### src/rtl/destuff_rx_ctrl.sv
// destuff_rx_ctrl: receive-side bit de-stuffer and word assembler.
// Serial bits arrive MSB first. A zero that follows RUN_LEN consecutive ones
// is a stuffed bit and is dropped. A one in that position is an abort.
// Completed words are offered downstream and FRAME_LEN words make a frame.
//
// Handshake semantics (both ports): a transfer happens on a rising clock edge
// where valid and ready are both high. A producer holding valid keeps its
// data stable until that edge. The serial side here is the consumer
// (serReady). The word side here is the producer (dataValid/dataOut), and
// dataValid never depends combinationally on dataReady.
module destuff_rx_ctrl #(
  parameter int DATA_W    = 8,
  parameter int FRAME_LEN = 4,
  parameter int RUN_LEN   = 5
) (
  input  logic              clk,
  input  logic              rst,
  input  logic              start,
  input  logic              serIn,
  input  logic              serValid,
  output logic              serReady,
  output logic [DATA_W-1:0] dataOut,
  output logic              dataValid,
  input  logic              dataReady,
  output logic              busy,
  output logic              done,
  output logic              err,
  output logic [2:0]        fsm_state
);

  localparam int OC_W = $clog2(RUN_LEN + 1);
  localparam int BC_W = $clog2(DATA_W);
  localparam int WC_W = (FRAME_LEN > 1) ? $clog2(FRAME_LEN) : 1;

  localparam logic [OC_W-1:0] RUN_MAX   = OC_W'(RUN_LEN);
  localparam logic [BC_W-1:0] LAST_BIT  = BC_W'(DATA_W - 1);
  localparam logic [WC_W-1:0] LAST_WORD = WC_W'(FRAME_LEN - 1);

  typedef enum logic [2:0] {
    S_IDLE = 3'd0,
    S_RECV = 3'd1,
    S_HOLD = 3'd2,
    S_DONE = 3'd3,
    S_ERR  = 3'd4
  } state_t;

  state_t            state, state_nx;
  // Only the first DATA_W-1 bits of a word are ever parked here; the final
  // bit goes straight into dataOut together with them.
  logic [DATA_W-2:0] shreg, shreg_nx;
  logic [BC_W-1:0]   bit_cnt, bit_cnt_nx;
  logic [OC_W-1:0]   ones_cnt, ones_cnt_nx;
  logic [WC_W-1:0]   word_cnt, word_cnt_nx;
  logic [DATA_W-1:0] data_out_nx;
  logic              data_valid_nx;
  logic [DATA_W-1:0] shifted;
  logic              take;
  logic              run_full;

  assign take     = serValid & serReady;
  assign run_full = (ones_cnt == RUN_MAX);
  assign shifted  = {shreg, serIn};

  // Status outputs decode directly from the state register.
  always_comb begin
    serReady  = (state == S_RECV);
    busy      = (state == S_RECV) || (state == S_HOLD);
    done      = (state == S_DONE);
    err       = (state == S_ERR);
    fsm_state = state;
  end

  // Next-state and datapath update.
  always_comb begin
    state_nx      = state;
    shreg_nx      = shreg;
    bit_cnt_nx    = bit_cnt;
    ones_cnt_nx   = ones_cnt;
    word_cnt_nx   = word_cnt;
    data_out_nx   = dataOut;
    data_valid_nx = dataValid;
    case (state)
      S_IDLE: begin
        if (start) begin
          state_nx    = S_RECV;
          shreg_nx    = '0;
          bit_cnt_nx  = '0;
          ones_cnt_nx = '0;
          word_cnt_nx = '0;
        end
      end
      S_RECV: begin
        if (take) begin
          if (serIn && run_full) begin
            // Too many ones: abort the frame and drop the partial word.
            state_nx    = S_ERR;
            shreg_nx    = '0;
            bit_cnt_nx  = '0;
            ones_cnt_nx = '0;
          end else if (!serIn && run_full) begin
            // Stuffed zero: consumed but not part of the data.
            ones_cnt_nx = '0;
          end else begin
            ones_cnt_nx = serIn ? (ones_cnt + OC_W'(1)) : '0;
            shreg_nx    = shifted[DATA_W-2:0];
            if (bit_cnt == LAST_BIT) begin
              data_out_nx   = shifted;
              data_valid_nx = 1'b1;
              bit_cnt_nx    = '0;
              state_nx      = S_HOLD;
            end else begin
              bit_cnt_nx = bit_cnt + BC_W'(1);
            end
          end
        end
      end
      S_HOLD: begin
        if (dataValid && dataReady) begin
          data_valid_nx = 1'b0;
          if (word_cnt == LAST_WORD) begin
            state_nx = S_DONE;
          end else begin
            word_cnt_nx = word_cnt + WC_W'(1);
            state_nx    = S_RECV;
          end
        end
      end
      S_DONE: begin
        state_nx = S_IDLE;
      end
      S_ERR: begin
        if (start) begin
          state_nx    = S_RECV;
          shreg_nx    = '0;
          bit_cnt_nx  = '0;
          ones_cnt_nx = '0;
          word_cnt_nx = '0;
        end
      end
      default: begin
        state_nx = S_IDLE;
      end
    endcase
  end

  // State and datapath registers with asynchronous reset.
  always_ff @(posedge clk or posedge rst) begin
    if (rst) begin
      state     <= S_IDLE;
      shreg     <= '0;
      bit_cnt   <= '0;
      ones_cnt  <= '0;
      word_cnt  <= '0;
      dataOut   <= '0;
      dataValid <= 1'b0;
    end else begin
      state     <= state_nx;
      shreg     <= shreg_nx;
      bit_cnt   <= bit_cnt_nx;
      ones_cnt  <= ones_cnt_nx;
      word_cnt  <= word_cnt_nx;
      dataOut   <= data_out_nx;
      dataValid <= data_valid_nx;
    end
  end

endmodule

### config.mk
export PLATFORM = sky130hd
export DESIGN_NAME = destuff_rx_ctrl
export DESIGN_NICKNAME = d
export VERILOG_FILES = /design/src/rtl/destuff_rx_ctrl.sv
export SDC_FILE = /design/constraint.sdc
export NUM_CORES = 1
export LEC_CHECK = 0
export CAP_MARGIN = 40
export CORE_MARGIN = 2
export CORE_UTILIZATION = 56
export DETAILED_ROUTE_END_ITERATION = 8
export HOLD_SLACK_MARGIN = 0.02
export PLACE_DENSITY = 0.91
export SETUP_SLACK_MARGIN = 0.02
export SLEW_MARGIN = 10
export SYNTH_ARGS = -nofsm -noshare
export SYNTH_HDL_FRONTEND = slang
export SYNTH_SLANG_ARGS = --single-unit
### constraint.sdc
create_clock -name clk -period 2.9 [get_ports clk]
set_input_delay 0.58 -clock clk [delete_from_list [all_inputs] [get_ports clk]]
set_output_delay 0.58 -clock clk [all_outputs]
set_load 0.1 [all_outputs]
Word level (Yosys, flattened, before mapping)
Index checks and enable logic that the tools add are counted.
Storage, ports and cells
  flip-flop bits (word level): 27
  input bits: 6
Cells by class
  add/sub/neg operators: 3
  eq/ne operators: 16
  multiplexer cells: 34
  bitwise gates (word level): 3
  reductions and logical operators: 16
Operators with widths (number)
  $mux 3: 15
  $mux 7: 4
  $pmux 7 s2: 1
  $pmux 3 s2: 2
  $reduce_and 5->1: 2
  $eq 3x3->1 const B: 3
  $pmux 3 s3: 1
  $mux 2: 4
  $ne 2x1->1 const B: 4
  $reduce_and 4->1: 2
  $add 3x1->3 const B: 2
  $eq 3x2->1 const B: 2
  $ne 2x2->1 const B: 3
  $reduce_and 6->1: 1
  $reduce_bool 2->1: 3
  $mux 1: 5
  $pmux 2 s2: 1
  $eq 3x1->1 const B: 1
  $logic_and 1x1->1: 3
  $logic_not 3->1: 1
  $ne 3x1->1 const B: 1
  $ne 3x3->1 const B: 1
  $reduce_and 3->1: 1
  $add 2x1->2 const B: 1
  7 further kinds: 8

Longest topological paths before layout
Gate-level depths: netlist of the first run.
  depth in word-level cells: 6
  mapped depth: 8

Worst setup path after synthesis of the first run
Ideal clock, no wire load.
  kind: reg-to-output
  start: register state[1] (netlist: fsm_state[1])
  end: output done
  arrival time: 3.753 ns
  data required time: 2.320 ns
  setup slack: -1.433 ns
  stages on the path, launching flop included: 4
  cell sequence: dfrtp_1 clkbuf_2 buf_1 nor3b_1
On the way
  cells in the longest elaborated chain, start to end: 1
Ends and longest elaborated chain
  start, declared: line 47  | state_t state, state_nx;
  start signal, assigned: line 157  | state <= state_nx;
  $eq 3x2->1: line 68  | done = (state == S_DONE);
  end, declared: line 26  | output logic done,
Every way passes these cells.

Worst setup path in the final report of the first run
  start: register state[2] (netlist: fsm_state[2])
  end: output serReady
On the way
  cells in the longest elaborated chain, start to end: 1
Ends and longest elaborated chain
  $eq 3x1->1: line 66  | serReady = (state == S_RECV);
  end, declared: line 21  | output logic serReady,
Every way passes these cells.

==> impl_results.md, run 1 <==
- Initial Util: 57.6%
- Xor/xnor cell area share of the yosys netlist: less than 1%
- Pwr Density: around 360 mW/mm2
- Nets: between 150 and 200
- Post-route antenna net violation count: 0
- Max Clock Skew: 3.96 ps
- Crit path DAT: ~1800 ps
- Initial antenna violation count: 0
- Status: finished clean
- Die Wd: around 54 um
- Vias in the first global route: around 1.0k
- Slowest cell on crit path: dfrtp_1
- CP Buf/Inv Count: 1
- MaxCap Viol Count: 0
- Top delay family on crit path: flip-flops
- Design area: 0.00160 mm2
- Syn nets: ~150
- Power consumption: about 0.57 mW
- Dpl cell area: between 0.0015 and 0.002 mm2
- DP HPWL: about 2.1 mm
- Worst Setup Path Type: register to output port
- Sink Count: 27
- Crit-path max FO: 12
- Leakage: approximately 0.78 nW
- RSZ-0062 raised after global routing: false
- Postcts setup bufs: 0
- Adder-Cell Fraction of Synth Area: under 10%
- Worst stage delay on the critical path: roughly 630 ps
- Compound-Gate Fraction of Synth Area: between 10% and 20%
- Register clock-pin slew on the reported worst setup and hold paths: 150 ps
- Core Area: around 0.0024 mm2
- Cts bufs inserted: 3
- I/O pins: 22
- Post-synthesis async set-or-reset flop share: between 90% and 100%
- Via density: 6.12
- DR vias: roughly 1.1k
- Clock buffer depth: 2
- Total GRT Usage: 22.9%
- CTS root buf: clkbuf_4
- Final min period: about 2400 ps
- EDFF count, synth: 0
- Layout area overhead: 13.9%
- Max Clk Rate: roughly 0.42 GHz
- Most common cell after layout, fill and taps aside: nand2_1
- Avg Cell Area, Syn: just over 10 um2
- Ratio of cells with drive above 1 in the final layout: between 20% and 30%
- Top FF cell, synth: dfrtp_1
- Seq/Total Area, Yosys: 48.3%
- First-pass GRT wire length: roughly 4.7 mm
- DRT Wirelength: 2.95 mm
- Critical Path Source Type: register
- Placer congestion estimate: ~0.83
- Worst-Skew Late Latency: 340 ps
- Ys Warns: 0
- 1st-pass router iterations: 4
- Diodes inserted: 0
- Die Footprint: around 0.0029 mm2
- DRT iter0 DRCs: 27
- Cell variety after synth: 37
- Area of the mapped netlist: roughly 0.0014 mm2
- Fin Hold WS: slightly above 500 ps
- Slew Limit Fails: 0
- Most frequent cells in the layout: nand2_1, dfrtp_1, buf_4
- H-Tree Level Count: 1
- Max_slew headroom: 50.5%
- Peak supply drop: between 200 and 300 uV
- Hold_buf cts: 0
- Hold Crit Class: register to register
- CP Data Required Time: roughly 2300 ps
- # setup viols final: 0
- Hold Vio Cnt, Final: 0
- Row Count: 18
- Post-synthesis mux area share: around 6.4%
- Synth Area in Simple Gates: between 15 and 20%
- Flops & latches, synth: 27
- Fillers: roughly 190
- Syn Inst Count: 137
- Cells along the critical path: nor3b_4 > buf_4
- Largest net degree at the start of global routing: 20
- CP Capture Type: output port
- CTS tree: done
- DRC viols: 0
- Worst Tran Pin Value: between 700 and 800 ps
- # resized after CTS: 0
- Final period utilization: 81.2%
- Die extent in y: ~54 um
- Largest family of logic cells by synthesized area: simple AND/OR/NAND/NOR gates
- GR Overflow Total: 0
- WL/cell: about 16 um
- PortBufs: 21
registers in the layout, indices dropped and copies added, names as in the netlist:
signal,flops
dataOut,8
shreg,7
bit_cnt,3
fsm_state,3
ones_cnt,3
word_cnt,2
dataValid,1
report_power, final:
part	internal (mW)	leakage (nW)	switching (mW)	total, mW
clock	0.0530	0.0139	0.118	0.171
combinational	0.00785	0.402	0.0133	0.0212
sequential	0.377	0.365	0	0.377
cell type report:
type	instances	area (um2)	share of cell area, %
flip-flops and latches	27	677	42.4
multi-input cells	97	654	41.0
repair buffers	22	178	11.1
well taps	30	37.5	2.35
clock buffers	3	22.5	1.41
inverters	5	18.8	1.18
clock inverters	1	7.51	0.471
worst reg2reg max path, stage by stage, from the launching register on:
cell and delay (ps):
dfrtp_1 630, nor3b_4 450, and4_1 480, mux2_2 380
layer usage:
layer / track usage (%) / wire (um) / part of all wire (%) / up-vias
li1: - / - / - / 521
met1: 29.3 / 1230 / 42 / 558
met2: 37.6 / 1490 / 50 / 48
met3: 5.28 / 174 / 5.9 / 6
met4: 8.75 / 52 / 1.8 / 0
met5: 0 / 0 / 0 / -
stage by stage:
step | utilization (%) | setup WS, ps | setup TNS, ps | cells
floorplan | - | -88.2 | -88.2 | 137
global placement | 64.4 | 656 | 0 | 181
detailed placement | 64.4 | 588 | 0 | 181
CTS | 65.6 | 555 | 0 | 185
global route | 65.6 | 459 | 0 | 185
finish | 65.6 | 546 | 0 | 185
final timing paths:
kind / start / slack [ps] / cells past startpoint / end
min in group asynchronous: rst / 640 / 2 / dataOut[7]$_DFFE_PP0P_
setup / recovery: fsm_state[2]$_DFFE_PP0P_ / 550 / 2 / serReady
hold / removal: dataOut[1]$_DFFE_PP0P_ / 510 / 1 / dataOut[1]$_DFFE_PP0P_
max in group asynchronous: rst / 1650 / 3 / ones_cnt[2]$_DFFE_PP0P_
hold reg to reg: dataOut[1]$_DFFE_PP0P_ / 510 / 1 / dataOut[1]$_DFFE_PP0P_
setup reg to reg: fsm_state[2]$_DFFE_PP0P_ / 870 / 3 / dataOut[2]$_DFFE_PP0P_
cells in the mapped netlist (all sizes together) (2+ instances only):
cell | number | area share (%)
a21o | 2 | 1.1
a21oi | 3 | 1.1
a31oi | 2 | 0.89
and2 | 2 | 0.89
and4 | 2 | 1.3
buf | 7 | 4.6
dfrtp | 27 | 48
ha | 5 | 4.5
inv | 5 | 1.3
mux2 | 8 | 6.4
nand2 | 27 | 7.2
nand2b | 2 | 0.89
nand3 | 2 | 0.71
nand3b | 2 | 2.0
nand4 | 2 | 0.89
nor2 | 7 | 1.9
nor3b | 2 | 1.9
o21ai | 16 | 5.7
o221ai | 2 | 1.3
cells by family (layout without fill, tap and decap cells):
kind of cell | count (synthesis) | in the layout
buf+inv | 13 | 31
xor+xnor | 1 | 1
compound gates | 32 | 32
mux | 8 | 8
fa+ha+maj | 5 | 5
simple gates | 51 | 51
flops | 27 | 27
No activity file was read; power rests on OpenSTA's default activity.
==> inputs of run 2 (changes only) <==
--- a/config.mk
+++ b/config.mk
@@ -7,10 +7,10 @@
 export LEC_CHECK = 0
 export CAP_MARGIN = 40
 export CORE_MARGIN = 2
-export CORE_UTILIZATION = 56
+export CORE_UTILIZATION = 47
 export DETAILED_ROUTE_END_ITERATION = 8
 export HOLD_SLACK_MARGIN = 0.02
-export PLACE_DENSITY = 0.91
+export PLACE_DENSITY = 0.82
 export SETUP_SLACK_MARGIN = 0.02
 export SLEW_MARGIN = 10
 export SYNTH_ARGS = -nofsm -noshare
==> constraint.sdc (replaced) <==
create_clock -name clk -period 1.9 [get_ports clk]
set_input_delay 0.38 -clock clk [delete_from_list [all_inputs] [get_ports clk]]
set_output_delay 0.38 -clock clk [all_outputs]
set_load 0.1 [all_outputs]
==> impl_results.md, run 2 (same netlist as run 1, synthesis figures left out) <==
- # setup viols final: 0
- Fin Hold WS: between 200 and 300 ps
- Crit path DAT: around 1500 ps
- Placer congestion estimate: around 0.82
- First-pass GRT wire length: roughly 5.5 mm
- Row Count: 19
- WL/cell: approximately 16 um
- Pre-CTS WS: -124 ps
- Reg area: just under 700 um2
- DRT iter0 DRCs: 46
- Max_slew headroom: 69.3%
- Worst Tran Pin Value: between 400 and 500 ps
- RSZ-0062 raised after global routing: true
- Cts bufs inserted: 3
- Initial Util: about 50%
- PortBufs: 21
- Setup WS post-layout: 52.7 ps
- Hold_buf cts: 0
- Core Area: around 0.0028 mm2
- Sink Count: 27
- Power consumption: between 0.8 and 0.9 mW
- Layout Cells excl Fill: between 200 and 250
- Worst setup path startpoint: fsm_state[0]$_DFFE_PP0P_
- Area of the multi-input gates: 667 um2
- DP HPWL: 2.23 mm
- Diodes inserted: 0
- CTS tree: done
- Post-route antenna net violation count: 0
- Initial antenna violation count: 0
- Status: finished with violations
- Leakage: a little over 0.9 nW
- H-Tree Level Count: 1
- Final period utilization: a little under 100%
- Nets: roughly 180
- Largest net degree at the start of global routing: 20
- Critical Path Source Type: register
- GR Overflow Total: 0
- Crit-path max FO: 8
- Max FFs per register: 8
- Hold Vio Cnt, Final: 0
- CP Data Required Time: between 1500 and 2000 ps
- Die Footprint: between 0.003 and 0.004 mm2
- Total GRT Usage: between 20% and 30%
- Final min period: 1850 ps
- Peak supply drop: 336 uV
- Die extent in y: just under 60 um
- Ratio of cells with drive above 1 in the final layout: a little under a third
- Most common cell after layout, fill and taps aside: nand2_1
- Most frequent cells in the layout: nand2_1, dfrtp_1, buf_4
- Failing checks: design-rule violations
- Register clock-pin slew on the reported worst setup and hold paths: ~150 ps
- Worst Setup Path Type: register to output port
- 1st-pass router iterations: 6
- R2R Path Start: ones_cnt[0]$_DFFE_PP0P_
- Final TNS setup: 0 ps
- Vias in the first global route: around 1.2k
- DR vias: between 1k and 1.5k
- Max Clk Rate: between 0.5 and 0.6 GHz
- DRT Wirelength: about 3.2 mm
- DRC viols: 1
- Worst reg2reg setup slack: 130 ps
- Worst-Skew Late Latency: between 300 and 400 ps
- Biggest register: dataOut
- CTS root buf: clkbuf_4
- Fillers: 200
- Layout area overhead: 36.3%
- Via density: between 5 and 6
- Clock buffer depth: 2
- Slew Limit Fails: 0
- Worst R2R Path Depth: 5
- Max Clock Skew: between 3 and 4 ps
- CP Capture Type: output port
- Largest registers: dataOut (8), shreg (7)
- Pwr Density: 460 mW/mm2
- MaxCap Viol Count: 0
- Die Wd: about 59 um
- Placed instance count: 190
- I/O pins: 22
- Hold Crit Class: input port to async pin
==> run 2: path summary, 6_finish.rpt <==
| kind | endpoint |
|---|---|
| min in group clk | dataOut[1]$_DFFE_PP0P_ |
| hold reg to reg | dataOut[1]$_DFFE_PP0P_ |
| setup / recovery | err |
| max in group asynchronous | fsm_state[0]$_DFFE_PP0P_ |
| setup reg to reg | bit_cnt[2]$_DFFE_PP0P_ |
| hold / removal | ones_cnt[0]$_DFFE_PP0P_ |
==> run 2: report_power, final <==
part           switching, mW  total [mW]  internal [mW]
logic                 0.0218      0.0403         0.0185
clock network          0.183       0.264         0.0808
registers                  0       0.575          0.575
total                  0.205       0.879          0.674
==> run 2: through the flow <==
step / cell area, um2 / utilization (%)
global placement: 1800 / 64.1
floorplan: 1440 / -
CTS: 1880 / 66.9
global route: 1910 / 68.0
detailed placement: 1800 / 64.1
finish: 1910 / 68.0
==> run 2: critical path, cell delays in order, from the launching register on <==
cell and delay (ps):
dfrtp_4 560, nor2_2 200, and2_2 190, buf_12 170
==> run 2: layer usage <==
layer	GRT usage, %	wire, um	up-vias
li1	-	-	549
met1	27.0	1290	579
met2	34.3	1690	40
met3	2.42	117	4
met4	12.3	61	0
met5	0	0	-
==> run 2: final cells by class <==
type                    instances  area share (%)
inverters                       5           0.984
well taps                      31            2.03
clock inverters                 1           0.393
clock buffers                   3            1.18
multi-input cells              97            35.0
flip-flops and latches         27            35.9
repair buffers                 37            24.6
==> run 2: repair_timing <==
| action | CTS | global route |
|---|---|---|
| setup buffers | 4 | 3 |
| endpoints found under the setup margin | 3 | 13 |
| gates resized for setup | 4 | 3 |
| pin swaps | 2 | 1 |
==> inputs of run 3 (changes only) <==
--- a/config.mk
+++ b/config.mk
@@ -11,6 +11,7 @@
 export DETAILED_ROUTE_END_ITERATION = 8
 export HOLD_SLACK_MARGIN = 0.02
 export PLACE_DENSITY = 0.82
+export REMOVE_ABC_BUFFERS = 1
 export SETUP_SLACK_MARGIN = 0.02
 export SLEW_MARGIN = 10
 export SYNTH_ARGS = -nofsm -noshare
==> impl_results.md, run 3 (same netlist as run 1, synthesis figures left out) <==
- Met3 Use GR: between 4 and 5%
- Biggest register: dataOut
- Pwr Density: approximately 460 mW/mm2
- Leakage: about 0.9 nW
- DRT iter0 DRCs: 53
- I/O pins: 22
- PortBufs: 21
- CP Data Required Time: 1520 ps
- DP HPWL: ~2.1 mm
- Most common cell after layout, fill and taps aside: nand2_1
- Cts bufs inserted: 3
- CP Capture Type: output port
- Slew Limit Fails: 0
- First-pass GRT wire length: 4.98 mm
- Max_slew headroom: about three quarters
- Final period utilization: between 90% and 100%
- Core Area: about 0.0028 mm2
- Util after Layout: 66.6%
- Grt peak-use layer: met2
- Largest net degree at the start of global routing: 28
- Met2 usage: between 30% and 40%
- Initial Util: between 40 and 50%
- Final TNS setup: 0 ps
- Fillers: 212
- Total GRT Usage: roughly a fifth
- # setup viols final: 0
- Register clock-pin slew on the reported worst setup and hold paths: about 160 ps
- Hold Crit Class: input port to async pin
- Vias in the first global route: around 1.1k
- CTS tree: done
- Ratio of cells with drive above 1 in the final layout: 27.8%
- Crit-path max FO: 4
- Worst-Skew Late Latency: around 340 ps
- WL/cell: about 15 um
- Initial antenna violation count: 0
- Die extent in y: roughly 59 um
- Via density: 5.66
- Hold_buf cts: 0
- Worst reg2reg setup slack: approximately 130 ps
- GR Layer Usage met1: between 20% and 30%
- Dpl cell area: 0.00178 mm2
- DR vias: between 1k and 1.5k
- Diodes inserted: 0
- Worst R2R Path Depth: 6
- Max Clk Rate: roughly 0.54 GHz
- FF-to-FF End: dataOut[1]$_DFFE_PP0P_
- MaxCap Viol Count: 0
- GR Overflow Total: 0
- Row Count: 19
- Design area: 0.00187 mm2
- Most frequent cells in the layout: nand2_1, dfrtp_1, buf_4
- Worst Tran Pin Value: ~380 ps
- Die Wd: approximately 60 um
- Critical Path Source Type: register
- Crit path DAT: between 1000 and 1500 ps
- Die Footprint: 0.00343 mm2
- Placer congestion estimate: 0.858
- H-Tree Level Count: 1
- DRT Wirelength: around 3 mm
- Worst Setup Path Type: register to output port
- Largest registers: dataOut (8), shreg (7)
- Layout area overhead: 33.4%
- Status: finished with violations
- 1st-pass router iterations: 6
- Peak supply drop: roughly 460 uV
- R2R Path Start: ones_cnt[1]$_DFFE_PP0P_
- Clock buffer depth: 2
- Final min period: approximately 1800 ps
- Post-route antenna net violation count: 0
- CTS root buf: clkbuf_4
- Nets: 181
- Max FFs per register: 8
- Hold Vio Cnt, Final: 0
- Failing checks: design-rule violations
- Max Clock Skew: approximately 21 ps
- DRC viols: 1
- Sink Count: 27
run 3: cell types whose count changed in the layout (fill, tap and decap cells not counted), moves of 2 or more:
cell | before | now
dfrtp_1 | 24 | 26
dfrtp_4 | 2 | 0
o21ai_0 | 7 | 14
o21ai_1 | 9 | 2
run 3: worst max-delay path, cell delays in order, from the launching register on:
cell and delay (ps):
dfrtp_2 470, buf_6 140, xnor2_1 130, nor2_1 200, buf_12 200
run 3: cell type report:
type                       count  area (um2)  share of cell area, %
sequential                    27         677                   36.2
multi-input combinational     97         657                   35.2
timing repair buffer          36         449                   24.0
tap                           31        38.8                   2.08
clock buffer                   3        22.5                   1.21
inverter                       5        18.8                   1.00
clock inverter                 1        5.00                  0.268
run 3: timing repair:
item                       4_1_cts  5_1_grt
setup endpoints to repair        3        4
pin swaps                        0        1
gates resized for setup          3        4
buffers inserted                 2        2
run 3: how the worst max path moves through the flow:
stage / to / start / depth (start not counted)
after global routing: busy / fsm_state[1]$_DFFE_PP0P_ / 3
after global placement: shreg[1]$_DFFE_PP0P_ / serValid / 6
after floorplan: done / fsm_state[0]$_DFFE_PP0P_ / 2
final: busy / fsm_state[0]$_DFFE_PP0P_ / 4
after CTS: err / fsm_state[0]$_DFFE_PP0P_ / 4
after detailed placement: bit_cnt[0]$_DFFE_PP0P_ / serValid / 6
run 3: through the flow:
step | power [mW] | hold slack [ps] | setup WS [ps] | std cells
2_1_floorplan | 0.597 | 433 | -1980 | 129
3_3_place_gp | 0.621 | 466 | 59.7 | 192
3_5_place_dp | 0.623 | 477 | -22.2 | 192
4_1_cts | 0.870 | 379 | 8.11 | 198
5_1_grt | 0.896 | 399 | -13.9 | 200
6_report | 0.866 | 360 | 57.5 | 200
run 3: routing by layer:
metal | vias to the layer above | wire [um]
li1 | 545 | -
met1 | 565 | 1310
met2 | 18 | 1530
met3 | 4 | 80
met4 | 0 | 49
met5 | - | 0
run 3: power breakdown:
group	total, mW	internal [mW]	switching [mW]	leakage (nW)
Sequential	0.575	0.575	0	0.365
Combinational	0.0363	0.0159	0.0205	0.514
Clock	0.255	0.0792	0.176	0.0177
